$ cat src/rtl/ex_seq_pkg.sv
// Shared constants and types for the ID/EX control sequencer.
// Control-word bit positions, FSM state encoding and multi-cycle counter width.
package ex_seq_pkg;

  localparam int CTRL_REG_WRITE  = 0;
  localparam int CTRL_MEM_READ   = 1;
  localparam int CTRL_MEM_WRITE  = 2;
  localparam int CTRL_BRANCH     = 3;
  localparam int CTRL_MULTICYCLE = 4;

  localparam int MC_CNT_W = 4;

  typedef enum logic {
    RUN  = 1'b0,
    BUSY = 1'b1
  } state_t;

endpackage

$ cat src/rtl/load_use_detect.sv
// Combinational load-use hazard compare between the load in EX and the instruction in ID.
// x0 never produces a hazard since it is never really written.
module load_use_detect (
  input  logic       ex_valid,
  input  logic       ex_mem_read,
  input  logic [4:0] ex_rd,
  input  logic       id_valid,
  input  logic [4:0] id_rs1,
  input  logic [4:0] id_rs2,
  input  logic       id_uses_rs1,
  input  logic       id_uses_rs2,
  output logic       lu
);

  logic w_rs1_hit;
  logic w_rs2_hit;

  assign w_rs1_hit = id_uses_rs1 && (id_rs1 == ex_rd);
  assign w_rs2_hit = id_uses_rs2 && (id_rs2 == ex_rd);

  assign lu = ex_valid && ex_mem_read && (ex_rd != 5'd0) && id_valid
              && (w_rs1_hit || w_rs2_hit);

endmodule

$ cat src/rtl/ex_stage_sequencer.sv
// ID/EX control register with load-use bubble insertion, multi-cycle EX hold and branch squash.
// Stalls are combinational from state and current inputs; the ID/EX register is the only output state.
module ex_stage_sequencer
  import ex_seq_pkg::*;
#(
  parameter int MC_CYCLES = 4
) (
  input  logic        clk,
  input  logic        rst_n,
  input  logic        id_valid,
  input  logic [31:0] id_control,
  input  logic [4:0]  id_rs1,
  input  logic [4:0]  id_rs2,
  input  logic [4:0]  id_rd,
  input  logic        id_uses_rs1,
  input  logic        id_uses_rs2,
  input  logic        ex_flush,
  output logic [31:0] control_out,
  output logic [4:0]  ex_rd,
  output logic        ex_valid,
  output logic        stall_if,
  output logic        stall_id
);

  localparam logic [MC_CNT_W-1:0] MC_RELOAD = MC_CNT_W'(MC_CYCLES - 2);

  state_t              r_state;
  logic [MC_CNT_W-1:0] r_cnt;
  logic [31:0]         r_ctrl;
  logic [4:0]          r_rd;
  logic                r_vld;

  state_t              w_state_nxt;
  logic [MC_CNT_W-1:0] w_cnt_nxt;
  logic [31:0]         w_ctrl_nxt;
  logic [4:0]          w_rd_nxt;
  logic                w_vld_nxt;
  logic                w_stall;
  logic                w_lu;

  load_use_detect u_lu (
    .ex_valid    (r_vld),
    .ex_mem_read (r_ctrl[CTRL_MEM_READ]),
    .ex_rd       (r_rd),
    .id_valid    (id_valid),
    .id_rs1      (id_rs1),
    .id_rs2      (id_rs2),
    .id_uses_rs1 (id_uses_rs1),
    .id_uses_rs2 (id_uses_rs2),
    .lu          (w_lu)
  );

  always_comb begin
    w_state_nxt = r_state;
    w_cnt_nxt   = r_cnt;
    w_ctrl_nxt  = r_ctrl;
    w_rd_nxt    = r_rd;
    w_vld_nxt   = r_vld;
    w_stall     = 1'b0;
    case (r_state)
      RUN: begin
        if (ex_flush) begin
          w_ctrl_nxt = '0;
          w_rd_nxt   = '0;
          w_vld_nxt  = 1'b0;
        end else if (w_lu) begin
          w_ctrl_nxt = '0;
          w_rd_nxt   = '0;
          w_vld_nxt  = 1'b0;
          w_stall    = 1'b1;
        end else begin
          w_ctrl_nxt = id_valid ? id_control : '0;
          w_rd_nxt   = id_valid ? id_rd : '0;
          w_vld_nxt  = id_valid;
          // Only a fresh load arms BUSY; a MULTICYCLE word still resident after BUSY does not.
          if (id_valid && id_control[CTRL_MULTICYCLE]) begin
            w_state_nxt = BUSY;
            w_cnt_nxt   = MC_RELOAD;
          end
        end
      end
      BUSY: begin
        w_stall = 1'b1;
        if (r_cnt == '0) begin
          w_state_nxt = RUN;
        end else begin
          w_cnt_nxt = r_cnt - 1'b1;
        end
      end
      default: begin
        w_state_nxt = RUN;
        w_cnt_nxt   = '0;
      end
    endcase
  end

  always_ff @(posedge clk) begin
    if (!rst_n) begin
      r_state <= RUN;
      r_cnt   <= '0;
      r_ctrl  <= '0;
      r_rd    <= '0;
      r_vld   <= 1'b0;
    end else begin
      r_state <= w_state_nxt;
      r_cnt   <= w_cnt_nxt;
      r_ctrl  <= w_ctrl_nxt;
      r_rd    <= w_rd_nxt;
      r_vld   <= w_vld_nxt;
    end
  end

  assign control_out = r_ctrl;
  assign ex_rd       = r_rd;
  assign ex_valid    = r_vld;
  assign stall_if    = w_stall;
  assign stall_id    = w_stall;

  a_no_flush_in_busy: assert property (@(posedge clk) disable iff (!rst_n)
    !(r_state == BUSY && ex_flush));

  a_stalls_match: assert property (@(posedge clk) stall_if == stall_id);

endmodule

$ cat config.mk
export PLATFORM = sky130hd
export DESIGN_NAME = ex_stage_sequencer
export DESIGN_NICKNAME = d
export VERILOG_FILES = /design/src/rtl/ex_seq_pkg.sv /design/src/rtl/load_use_detect.sv /design/src/rtl/ex_stage_sequencer.sv
export SDC_FILE = /design/constraint.sdc
export NUM_CORES = 1
export LEC_CHECK = 0
export CORE_UTILIZATION = 35
export CTS_CLUSTER_SIZE = 14
export DETAILED_ROUTE_END_ITERATION = 6
export GPL_ROUTABILITY_DRIVEN = 0
export PLACE_DENSITY = 0.75
export SETUP_SLACK_MARGIN = 0.1
export SLEW_MARGIN = 25
export SYNTH_ARGS = -nofsm -noshare
export SYNTH_HDL_FRONTEND = slang
export SYNTH_HIERARCHICAL = 1
export SYNTH_SLANG_ARGS = --single-unit
$ cat constraint.sdc
create_clock -name clk -period 2.1 [get_ports clk]
set_clock_uncertainty 0.15 [all_clocks]
set_input_delay 0.525 -clock clk [delete_from_list [all_inputs] [get_ports clk]]
set_output_delay 0.525 -clock clk [all_outputs]
set_load 0.02 [all_outputs]
=== Yosys cells after proc, flatten, opt, wreduce, memory -nomap -nowiden ===
Index checks and enable logic that the tools add are counted.

* Register bits: 43
* Input port bits: 53
* Output and inout bits: 40
* Logic and storage cells: 45

* $add $sub $neg: 1
* Equality and inequality tests: 6
* Muxes and demuxes: 21
* Bitwise operators: 1
* Reductions and logical operators: 11

{| class="wikitable"
|+ Operators by type and width
! cell !! count
|-
| $mux 32 || 3
|-
| $mux 4 || 4
|-
| $mux 5 || 3
|-
| $eq 5x5->1 || 2
|-
| $mux 1 || 8
|-
| $ne 2x2->1 const B || 4
|-
| $pmux 4 s2 || 1
|-
| $logic_and 1x1->1 || 7
|-
| $reduce_bool 5->1 || 1
|-
| $logic_not 4->1 || 1
|-
| $pmux 1 s2 || 2
|-
| $reduce_and 4->1 || 1
|-
| $sub 4x1->4 const B || 1
|-
| $logic_or 1x1->1 || 1
|-
| $not 1->1 || 1
|}

=== Longest topological paths before layout ===
Gate-level depths: netlist of the first run.

* Depth in word-level cells: 7
* Depth in mapped cells: 9
* Depth with buffers taken out: 7

=== Hierarchy ===
The synthesis of the first run kept the hierarchy.

{| class="wikitable"
|+ By module, submodules not included
! module !! times used !! cells an instance !! area each (µm²) !! seq. area each (µm²)
|-
| ex_stage_sequencer || 1 || 164 || 1676.6 || 860.8
|-
| load_use_detect || 1 || 17 || 131.4 || 0.0
|}

=== Worst setup path after synthesis of the first run ===
No wires, ideal clock.

* Path kind: input to output
* Start point: in id_rs1[2]
* End point: out stall_if
* Arrival: 1726 ps
* Required time: 1425 ps
* Setup slack: -301 ps
* Cell stages on the path: 6
* Path buffers: 1
* Path through: xor2_1 nor4_1 nand3_1 a21oi_1 a21o_1 buf_4

* Cells in the longest elaborated chain, start to end: 7

{| class="wikitable"
|+ Ends and longest elaborated chain
! what !! RTL line !! source
|-
| start: declaration || ex_stage_sequencer.sv:12 || <nowiki>input logic [4:0] id_rs1,</nowiki>
|-
| $eq 5x5->1 || load_use_detect.sv:18 || <nowiki>assign w_rs1_hit = id_uses_rs1 && (id_rs1 == ex_rd);</nowiki>
|-
| $logic_and 1x1->1 || load_use_detect.sv:18 ||
|-
| $logic_or 1x1->1 || load_use_detect.sv:22 || <nowiki>&& (w_rs1_hit || w_rs2_hit);</nowiki>
|-
| $logic_and 1x1->1 || load_use_detect.sv:22 ||
|-
| named net w_lu || ex_stage_sequencer.sv:39 || <nowiki>logic w_lu;</nowiki>
|-
| $mux 1 || ex_stage_sequencer.sv:66 || <nowiki>end else if (w_lu) begin</nowiki>
|-
| $mux 1 || ex_stage_sequencer.sv:62 || <nowiki>if (ex_flush) begin</nowiki>
|-
| $pmux 1 s2 || ex_stage_sequencer.sv:60 || <nowiki>case (r_state)</nowiki>
|-
| end: declaration || ex_stage_sequencer.sv:21 || <nowiki>output logic stall_if,</nowiki>
|}

The timed path passes the listed nets, and every way through them passes these cells.

=== Worst setup path in the final report of the first run ===
* Start point: reg r_rd[2], in the netlist ex_rd[2]
* End point: out stall_id

* Cells in the longest elaborated chain, start to end: 7

{| class="wikitable"
|+ Ends and longest elaborated chain
! what !! RTL line !! source
|-
| start: declaration || ex_stage_sequencer.sv:30 || <nowiki>logic [4:0] r_rd;</nowiki>
|-
| start signal: assignment || ex_stage_sequencer.sv:108 || <nowiki>r_rd <= w_rd_nxt;</nowiki>
|-
| $eq 5x5->1 (tied with other cells) || load_use_detect.sv:18 ||
|-
| $logic_and 1x1->1 (on tied branches) || load_use_detect.sv:18, load_use_detect.sv:19, load_use_detect.sv:21 ||
|-
| $logic_or 1x1->1 or $logic_and 1x1->1 (tied branches) || load_use_detect.sv:22, load_use_detect.sv:21 ||
|-
| $logic_and 1x1->1 * || load_use_detect.sv:22 ||
|-
| named net w_lu || ex_stage_sequencer.sv:39 ||
|-
| $mux 1 * || ex_stage_sequencer.sv:66 ||
|-
| $mux 1 * || ex_stage_sequencer.sv:62 ||
|-
| $pmux 1 s2 * || ex_stage_sequencer.sv:60 ||
|-
| end: declaration || ex_stage_sequencer.sv:22 || <nowiki>output logic stall_id</nowiki>
|}

The timed path passes the listed nets; every way through them passes the cells marked *.

==> Implementation_results.wiki, run 1 <==
{| class="wikitable"
! Metric !! Value
|-
| Global routing usage summed across all routing layers || 19.7%
|-
| Number of standard-cell rows in the floorplan || 25
|-
| Unrepaired setup endpoints after global routing || yes
|-
| Total grt overflow || 0
|-
| Top layer in use || met4
|-
| Antenna violations before repair || 0
|-
| Number of failing hold endpoints at the final stage || 0
|-
| Vias in the first global route || 1701
|-
| Met1 wire length || 2.32 mm
|-
| Number of port buffers || 92
|-
| ANT nets after route || 0
|-
| Dominant register cell in the synthesized netlist || sky130_fd_sc_hd__dfxtp_1
|-
| Worst-case vdd ir drop || 0.411 mV
|-
| Max-slew violation total from the final report || 0
|-
| Htree depth || 2
|-
| Largest net degree at the start of global routing || 48
|-
| Post-synth cell types || 31
|-
| Number of design-rule violations left by the first detailed-router iteration || 64
|-
| Smallest setup slack after layout || -0.428 ns
|-
| Yosys Warn Count || 6
|-
| Number of clock sinks seen by CTS || 43
|-
| Proportion of layout cells with a drive suffix above 1 || 29.9%
|-
| Run status || finished, violations left
|-
| Nets || 345
|-
| Crit path to || stall_id
|-
| Share of async-settable or async-resettable flops after synthesis || 0%
|-
| Die span in x || 73.9 um
|-
| Min Clock Period, post-route || 2.53 ns
|-
| Failing checks || setup timing
|-
| DRT Wirelength || 5.38 mm
|-
| Worst endpoint data arrival time || 1.85 ns
|-
| Leakage Power || 1.36 nW
|-
| Cts-stage hold buffer count || 0
|-
| Floorplan core area || 4850 um2
|-
| Average cell area after synthesis || 9.99 um2
|-
| Number of max-capacitance violations reported || 0
|-
| Number of failing setup endpoints in the final timing report || 45
|-
| Category of the worst setup path launch point || flop
|-
| Amount of wire on met2 after detailed routing || 2.40 mm
|-
| Post-route DRC violation count || 0
|-
| Area added between synthesis and finish || 86.7%
|-
| Total CTS buffers || 5
|-
| Die footprint || 5460 um2
|-
| Critical path startpoint || ex_rd[2]$_SDFFE_PN0N_
|-
| Starting utilization of the core area || 37.3%
|-
| Clock tree from TritonCTS || built
|-
| Fill cell count || 364
|-
| Worst Max-Slew Pin Slew || 0.659 ns
|-
| Maximum clock frequency || 396 MHz
|-
| Register-to-register path setup slack || -0.21 ns
|-
| Mean routed wirelength per cell || 15.0 um
|-
| Count of flip-flops with a built-in enable after synthesis || 0
|-
| Share of the yosys chip area belonging to registers || 47.6%
|-
| Clock transition at the register clock pins on the worst setup and hold paths after CTS || 0.08 ns
|-
| Via/cell ratio || 4.91
|-
| Number of antenna cells inserted || 0
|-
| Reg2Reg Launch Point || ex_rd[2]$_SDFFE_PN0N_
|-
| Pwr Density || 559 nW/um2
|-
| Final critical-path share of the clock period || 120%
|-
| Latest clock arrival within the worst-skew pair || 0.31 ns
|-
| Category of the most critical setup path || flop to output port
|-
| CP max FO || 4
|-
| Count of state elements after synthesis || 43
|-
| Worst Hold Slack || 0.390 ns
|-
| Die span in y || 73.9 um
|-
| Final core area utilization || 69.6%
|-
| Met3 routed wirelength || 564 um
|-
| Number of cells produced by synthesis || 181
|-
| IO Count || 93
|-
| Reg-to-reg critical path endpoint || ex_rd[0]$_SDFFE_PN0N_
|-
| Headroom to the max-slew limit || 56.1%
|-
| Buffers from clock root to sink, at most || 2
|-
| Global-route wire length before repair || 7.94 mm
|-
| Critical Path End Type || output port
|-
| Number of search-and-repair iterations in the first detailed-routing pass || 3
|-
| CP Data Required Time || 1.42 ns
|-
| HPWL after detailed placement || 3.29 mm
|-
| Post-synthesis cell area || 1810 um2
|-
| Clock tree root driver cell || sky130_fd_sc_hd__clkbuf_8
|-
| Synthesized net count || 236
|-
| Total via count in the routed design || 1756
|-
| Worst hold path type || flop to flop
|-
| Depth of the worst register-to-register path || 8
|}
-- worst max-delay path, stage by stage, from the launching register on --
cell and delay, ns:
sky130_fd_sc_hd__dfxtp_4 0.36, sky130_fd_sc_hd__or4_4 0.55, sky130_fd_sc_hd__o2111ai_4 0.22, sky130_fd_sc_hd__a21oi_4 0.06, sky130_fd_sc_hd__a21o_1 0.21, sky130_fd_sc_hd__buf_6 0.14
-- cells by family (layout without fill, tap and decap cells) --
kind of cell,after synthesis,after routing,share of synthesized area [%]
AO/OA/AOI/OAI,48,48,19.7
multiplexers,1,1,0.554
XOR/XNOR,10,10,4.84
adder cells (fa/ha/maj),2,2,1.38
buffers and inverters,18,128,4.71
AND/OR/NAND/NOR,59,59,21.2
flip-flops,43,43,47.6
-- how the worst min path moves through the flow --
stage / slack, ns / to / from / cells after the start
after floorplan: 0.36 / r_cnt[2]$_SDFFE_PN0P_ / r_cnt[2]$_SDFFE_PN0P_ / 2
after global placement: 0.36 / control_out[2]$_SDFFE_PN0N_ / control_out[2]$_SDFFE_PN0N_ / 2
after detailed placement: 0.37 / control_out[22]$_SDFFE_PN0N_ / control_out[22]$_SDFFE_PN0N_ / 2
after CTS: 0.40 / control_out[23]$_SDFFE_PN0N_ / control_out[23]$_SDFFE_PN0N_ / 2
after global routing: 0.41 / control_out[3]$_SDFFE_PN0N_ / control_out[3]$_SDFFE_PN0N_ / 2
final: 0.39 / control_out[0]$_SDFFE_PN0N_ / control_out[0]$_SDFFE_PN0N_ / 2
-- stage by stage --
step                setup TNS (ns)  worst slack (ns)  total power, mW  cell area, um2  std cells
floorplan                   -0.344            -0.219            0.993            1830        181
global placement            -20.58             -1.12             1.16            2870        340
global route                -10.82            -0.505             1.97            3380        358
detailed placement          -22.25             -1.15             1.17            2870        340
finish                       -6.47            -0.428             1.89            3380        358
CTS                          -4.50            -0.434             1.90            3330        358
-- layout by cell type, fill, tap and decap left out, types with 2 or more instances in the layout --
master                             n
sky130_fd_sc_hd__xor2_1            8
sky130_fd_sc_hd__ha_1              2
sky130_fd_sc_hd__dfxtp_2           4
sky130_fd_sc_hd__nand3_1           3
sky130_fd_sc_hd__dfxtp_1          38
sky130_fd_sc_hd__buf_12            4
sky130_fd_sc_hd__buf_6             6
sky130_fd_sc_hd__nor2b_1          39
sky130_fd_sc_hd__o21a_1            2
sky130_fd_sc_hd__buf_4            14
sky130_fd_sc_hd__nor4_1            2
sky130_fd_sc_hd__clkdlybuf4s50_1  68
sky130_fd_sc_hd__buf_2             2
sky130_fd_sc_hd__a22oi_2          36
sky130_fd_sc_hd__nand3b_1          3
sky130_fd_sc_hd__buf_8             3
sky130_fd_sc_hd__clkbuf_8          6
sky130_fd_sc_hd__clkdlybuf4s15_1   3
sky130_fd_sc_hd__nand2_1           3
sky130_fd_sc_hd__xnor2_1           2
sky130_fd_sc_hd__dlymetal6s2s_1    8
sky130_fd_sc_hd__dlygate4sd2_1     9
sky130_fd_sc_hd__inv_1             3
-- layout make-up --
class,count,area [um2],share of cell area [%]
inverter,3,11.3,0.334
tap,67,83.8,2.48
sequential,43,870,25.8
timing repair buffer,117,1200,35.5
multi-input combinational,120,1100,32.5
clock buffer,6,82.6,2.45
clock inverter,2,35.0,1.04
-- report_power, final --
part           total (mW)  internal, mW  switching [mW]
Clock               0.675         0.385           0.290
Combinational       0.357         0.212           0.145
Sequential          0.856         0.838          0.0182
Total                1.89          1.43           0.454
-- timing repair --
item                       4_1_cts  5_1_grt
gates resized for setup         82       19
setup endpoints to repair       49       51
pin swaps                       35       11
hold endpoints to repair         0        0
buffers inserted                 6        3
cloned                           4        0
-- state kept, by name, summed over array words and instances (netlist names) --
name	flops
control_out	32
ex_rd	5
r_cnt	4
ex_valid	1
r_state	1
-- metal layers --
metal  up-vias  track usage [%]
met5         -                0
met4         0             7.69
met3        11             9.47
met2        72             30.2
met1       813             23.8
li1        860                -
-- cell usage after synthesis (2+ instances only) --
master | count | area, um2
sky130_fd_sc_hd__ha_1 | 2 | 25.0
sky130_fd_sc_hd__xnor2_1 | 2 | 17.5
sky130_fd_sc_hd__xor2_1 | 8 | 70.1
sky130_fd_sc_hd__a22oi_1 | 36 | 270
sky130_fd_sc_hd__nand3b_1 | 3 | 22.5
sky130_fd_sc_hd__nand3_1 | 3 | 15.0
sky130_fd_sc_hd__nand2_1 | 3 | 11.3
sky130_fd_sc_hd__nor2b_1 | 40 | 250
sky130_fd_sc_hd__inv_1 | 3 | 11.3
sky130_fd_sc_hd__dfxtp_1 | 43 | 861
sky130_fd_sc_hd__o21a_1 | 2 | 15.0
sky130_fd_sc_hd__a21oi_1 | 3 | 15.0
sky130_fd_sc_hd__clkbuf_1 | 7 | 26.3
sky130_fd_sc_hd__buf_2 | 5 | 25.0
sky130_fd_sc_hd__and2_1 | 2 | 12.5
sky130_fd_sc_hd__buf_4 | 3 | 22.5
sky130_fd_sc_hd__nor4_1 | 2 | 12.5
Power figures use the tool's default switching activity.
==> run 2: changes to the inputs <==
- GPL_TIMING_DRIVEN: default -> 0
==> run 2 against run 1 <==
Against the previous run: the flow still finishes with violations (setup timing); largest power group unchanged; register-to-register slack hardly changed; total power shrank 1.7%; clock power up 4.7%; non-clock buffer count decreased by 5; count of clock-buffer cells in the layout grew 1; highest routed layer unchanged; first-iteration DRC count is 14% lower; die area unchanged; largest cell class unchanged; sequential cell count stayed put; critical path type unchanged; worst setup slack better by 0.0019 ns; sequential share of layout area grew 2.9 points; sequential power down 0.5%.
==> Implementation_results.wiki, run 2 (same netlist as run 1, synthesis figures left out) <==
{| class="wikitable"
! Metric !! Value
|-
| Run status || finished, violations left
|-
| Failing checks || setup timing
|-
| Clock tree root driver cell || sky130_fd_sc_hd__clkbuf_8
|-
| Worst Max-Slew Pin Slew || 0.489 ns (-0.170 ns)
|-
| Pwr Density || 610 nW/um2 (+9.0%)
|-
| Met3 track demand over resource in global routing || 5.35% (-4.1 points)
|-
| Die span in y || 73.9 um (unchanged)
|-
| Latest clock arrival within the worst-skew pair || 0.29 ns (-0.02 ns)
|-
| Total via count in the routed design || 1694 (-3.5%)
|-
| Number of port buffers || 91 (-1.1%)
|-
| Unrepaired setup endpoints after global routing || yes
|-
| Grt peak-use layer || met2
|-
| Maximum clock frequency || 396 MHz (about the same)
|-
| ANT nets after route || 0 (unchanged)
|-
| Mean routed wirelength per cell || 13.3 um (-12%)
|-
| Most frequent cells in the layout || 75 x sky130_fd_sc_hd__clkdlybuf4s50_1, 40 x sky130_fd_sc_hd__nor2b_1, 38 x sky130_fd_sc_hd__dfxtp_1
|-
| Placed Cells || 339 (-0.29%)
|-
| DRT Wirelength || 4.69 mm (-13%)
|-
| Headroom to the max-slew limit || 67.4% (+11 points)
|-
| Leakage Power || 1.16 nW (-14%)
|-
| Worst Hold Slack || 0.386 ns (-0.00443 ns)
|-
| IO Count || 93 (unchanged)
|-
| Global routing usage summed across all routing layers || 17.0% (-2.7 points)
|-
| Worst-case vdd ir drop || 0.487 mV (+18%)
|-
| Total grt overflow || 0 (unchanged)
|-
| Post-route DRC violation count || 0 (unchanged)
|-
| Worst hold path type || flop to flop
|-
| Nets || 340 (-1.4%)
|-
| Max-slew violation total from the final report || 0 (unchanged)
|-
| Worst endpoint data arrival time || 1.85 ns (about the same)
|-
| Die span in x || 73.9 um (unchanged)
|-
| Finished Cell Area || 3040 um2 (-9.8%)
|-
| Power after layout || 1.86 mW (-1.7%)
|-
| Most common cell after layout, fill and taps aside || sky130_fd_sc_hd__clkdlybuf4s50_1
|-
| Clock tree from TritonCTS || built
|-
| Number of standard-cell rows in the floorplan || 25 (unchanged)
|-
| Smallest setup slack after layout || -0.426 ns (+0.00185 ns)
|-
| Vias in the first global route || 1592 (-6.4%)
|-
| Number of failing hold endpoints at the final stage || 0 (unchanged)
|-
| Final critical-path share of the clock period || 120% (about the same)
|-
| Htree depth || 2 (unchanged)
|-
| GRT met2 Usage || 28.3% (-1.8 points)
|-
| Category of the most critical setup path || flop to output port
|-
| Total cell area at the placement stage || 2830 um2 (-1.5%)
|-
| Total CTS buffers || 5 (unchanged)
|-
| Flip-flop count of the largest register, all copies and words added || 32 (unchanged)
|-
| Number of search-and-repair iterations in the first detailed-routing pass || 4 (+1)
|-
| Clock transition at the register clock pins on the worst setup and hold paths after CTS || 0.08 ns (about the same)
|-
| Met1 demand-to-capacity share in global routing || 21.2% (-2.6 points)
|-
| Critical Path End Type || output port
|-
| Proportion of layout cells with a drive suffix above 1 || 12.6% (-17 points)
|-
| Number of design-rule violations left by the first detailed-router iteration || 55 (-14%)
|-
| Global-route wire length before repair || 7.16 mm (-9.9%)
|-
| Cell Count, Final, Fillers Out || 353 (-1.4%)
|-
| CP Data Required Time || 1.42 ns (about the same)
|-
| Post-Route Setup TNS || -7.82 ns (-1.35 ns)
|-
| Number of antenna cells inserted || 0 (unchanged)
|-
| Category of the worst setup path launch point || flop
|-
| Buffers from clock root to sink, at most || 2 (unchanged)
|-
| Starting utilization of the core area || 37.3% (unchanged)
|-
| Area added between synthesis and finish || 68.4%
|-
| Via/cell ratio || 4.80 (-2.2%)
|-
| Largest net degree at the start of global routing || 14 (-71%)
|-
| Final core area utilization || 62.8% (-6.8 points)
|-
| Die footprint || 5460 um2 (unchanged)
|-
| Number of failing setup endpoints in the final timing report || 45 (unchanged)
|-
| Floorplan core area || 4850 um2 (unchanged)
|-
| Antenna violations before repair || 0 (unchanged)
|-
| HPWL after detailed placement || 3.43 mm (+4.3%)
|-
| Number of max-capacitance violations reported || 0 (unchanged)
|-
| Number of clock sinks seen by CTS || 43 (unchanged)
|-
| CP max FO || 3 (-1)
|-
| Post-place setup slack || -1.24 ns (-0.0912 ns)
|-
| Min Clock Period, post-route || 2.53 ns (-0.00185 ns)
|}
[run 2: final timing paths]
| path | start | end | slack (ns) | depth (start not counted) |
|---|---|---|---|---|
| max | ex_rd[2]$_SDFFE_PN0N_ | stall_if | -0.43 | 6 |
| min | control_out[0]$_SDFFE_PN0N_ | control_out[0]$_SDFFE_PN0N_ | 0.39 | 2 |
| max reg2reg | ex_rd[2]$_SDFFE_PN0N_ | control_out[16]$_SDFFE_PN0N_ | -0.20 | 9 |
| min reg2reg | control_out[0]$_SDFFE_PN0N_ | control_out[0]$_SDFFE_PN0N_ | 0.39 | 2 |
[run 2: cell type report]
| type | instances | area, um2 |
|---|---|---|
| Fill cell | 403 | 1800 |
| Timing Repair Buffer | 97 | 957 |
| Multi-Input combinational cell | 120 | 891 |
| Sequential cell | 43 | 872 |
| Buffer | 15 | 101 |
| Clock buffer | 7 | 97.6 |
| Tap cell | 67 | 83.8 |
| Clock inverter | 1 | 30.0 |
| Inverter | 3 | 11.3 |
[run 2: repair_timing]
item                       CTS  global route
buffers inserted             4             2
pin swaps                    9             9
hold buffers                 0             0
gates resized for setup     30            13
setup endpoints to repair   48            48
[run 2: critical path, cell delays in order, from the launching register on]
cell                        delay, ns
sky130_fd_sc_hd__dfxtp_4         0.35
sky130_fd_sc_hd__or4_4           0.53
sky130_fd_sc_hd__o2111ai_2       0.20
sky130_fd_sc_hd__a21oi_2         0.07
sky130_fd_sc_hd__a21o_1          0.18
sky130_fd_sc_hd__buf_6           0.11
sky130_fd_sc_hd__buf_6           0.12
[run 2: report_power, final]
part / leakage [nW] / switching, mW / internal, mW
clock network: 0.0636 / 0.280 / 0.428
logic: 0.748 / 0.117 / 0.180
registers: 0.353 / 0.0161 / 0.836
total: 1.16 / 0.413 / 1.44
[run 2: routing by layer]
layer / part of all wire [%] / wire length [um] / up-vias
met1: 45 / 2100 / 773
met2: 45 / 2120 / 70
met4: 0.68 / 32 / 0
li1: - / - / 847
met5: 0 / 0 / -
met3: 9.2 / 431 / 4
==> run 3: changes to the inputs <==
- GPL_ROUTABILITY_DRIVEN: 0 -> default
==> results of run 3 <==
No change in the layout: final DEF, timing and power equal those of run 2.
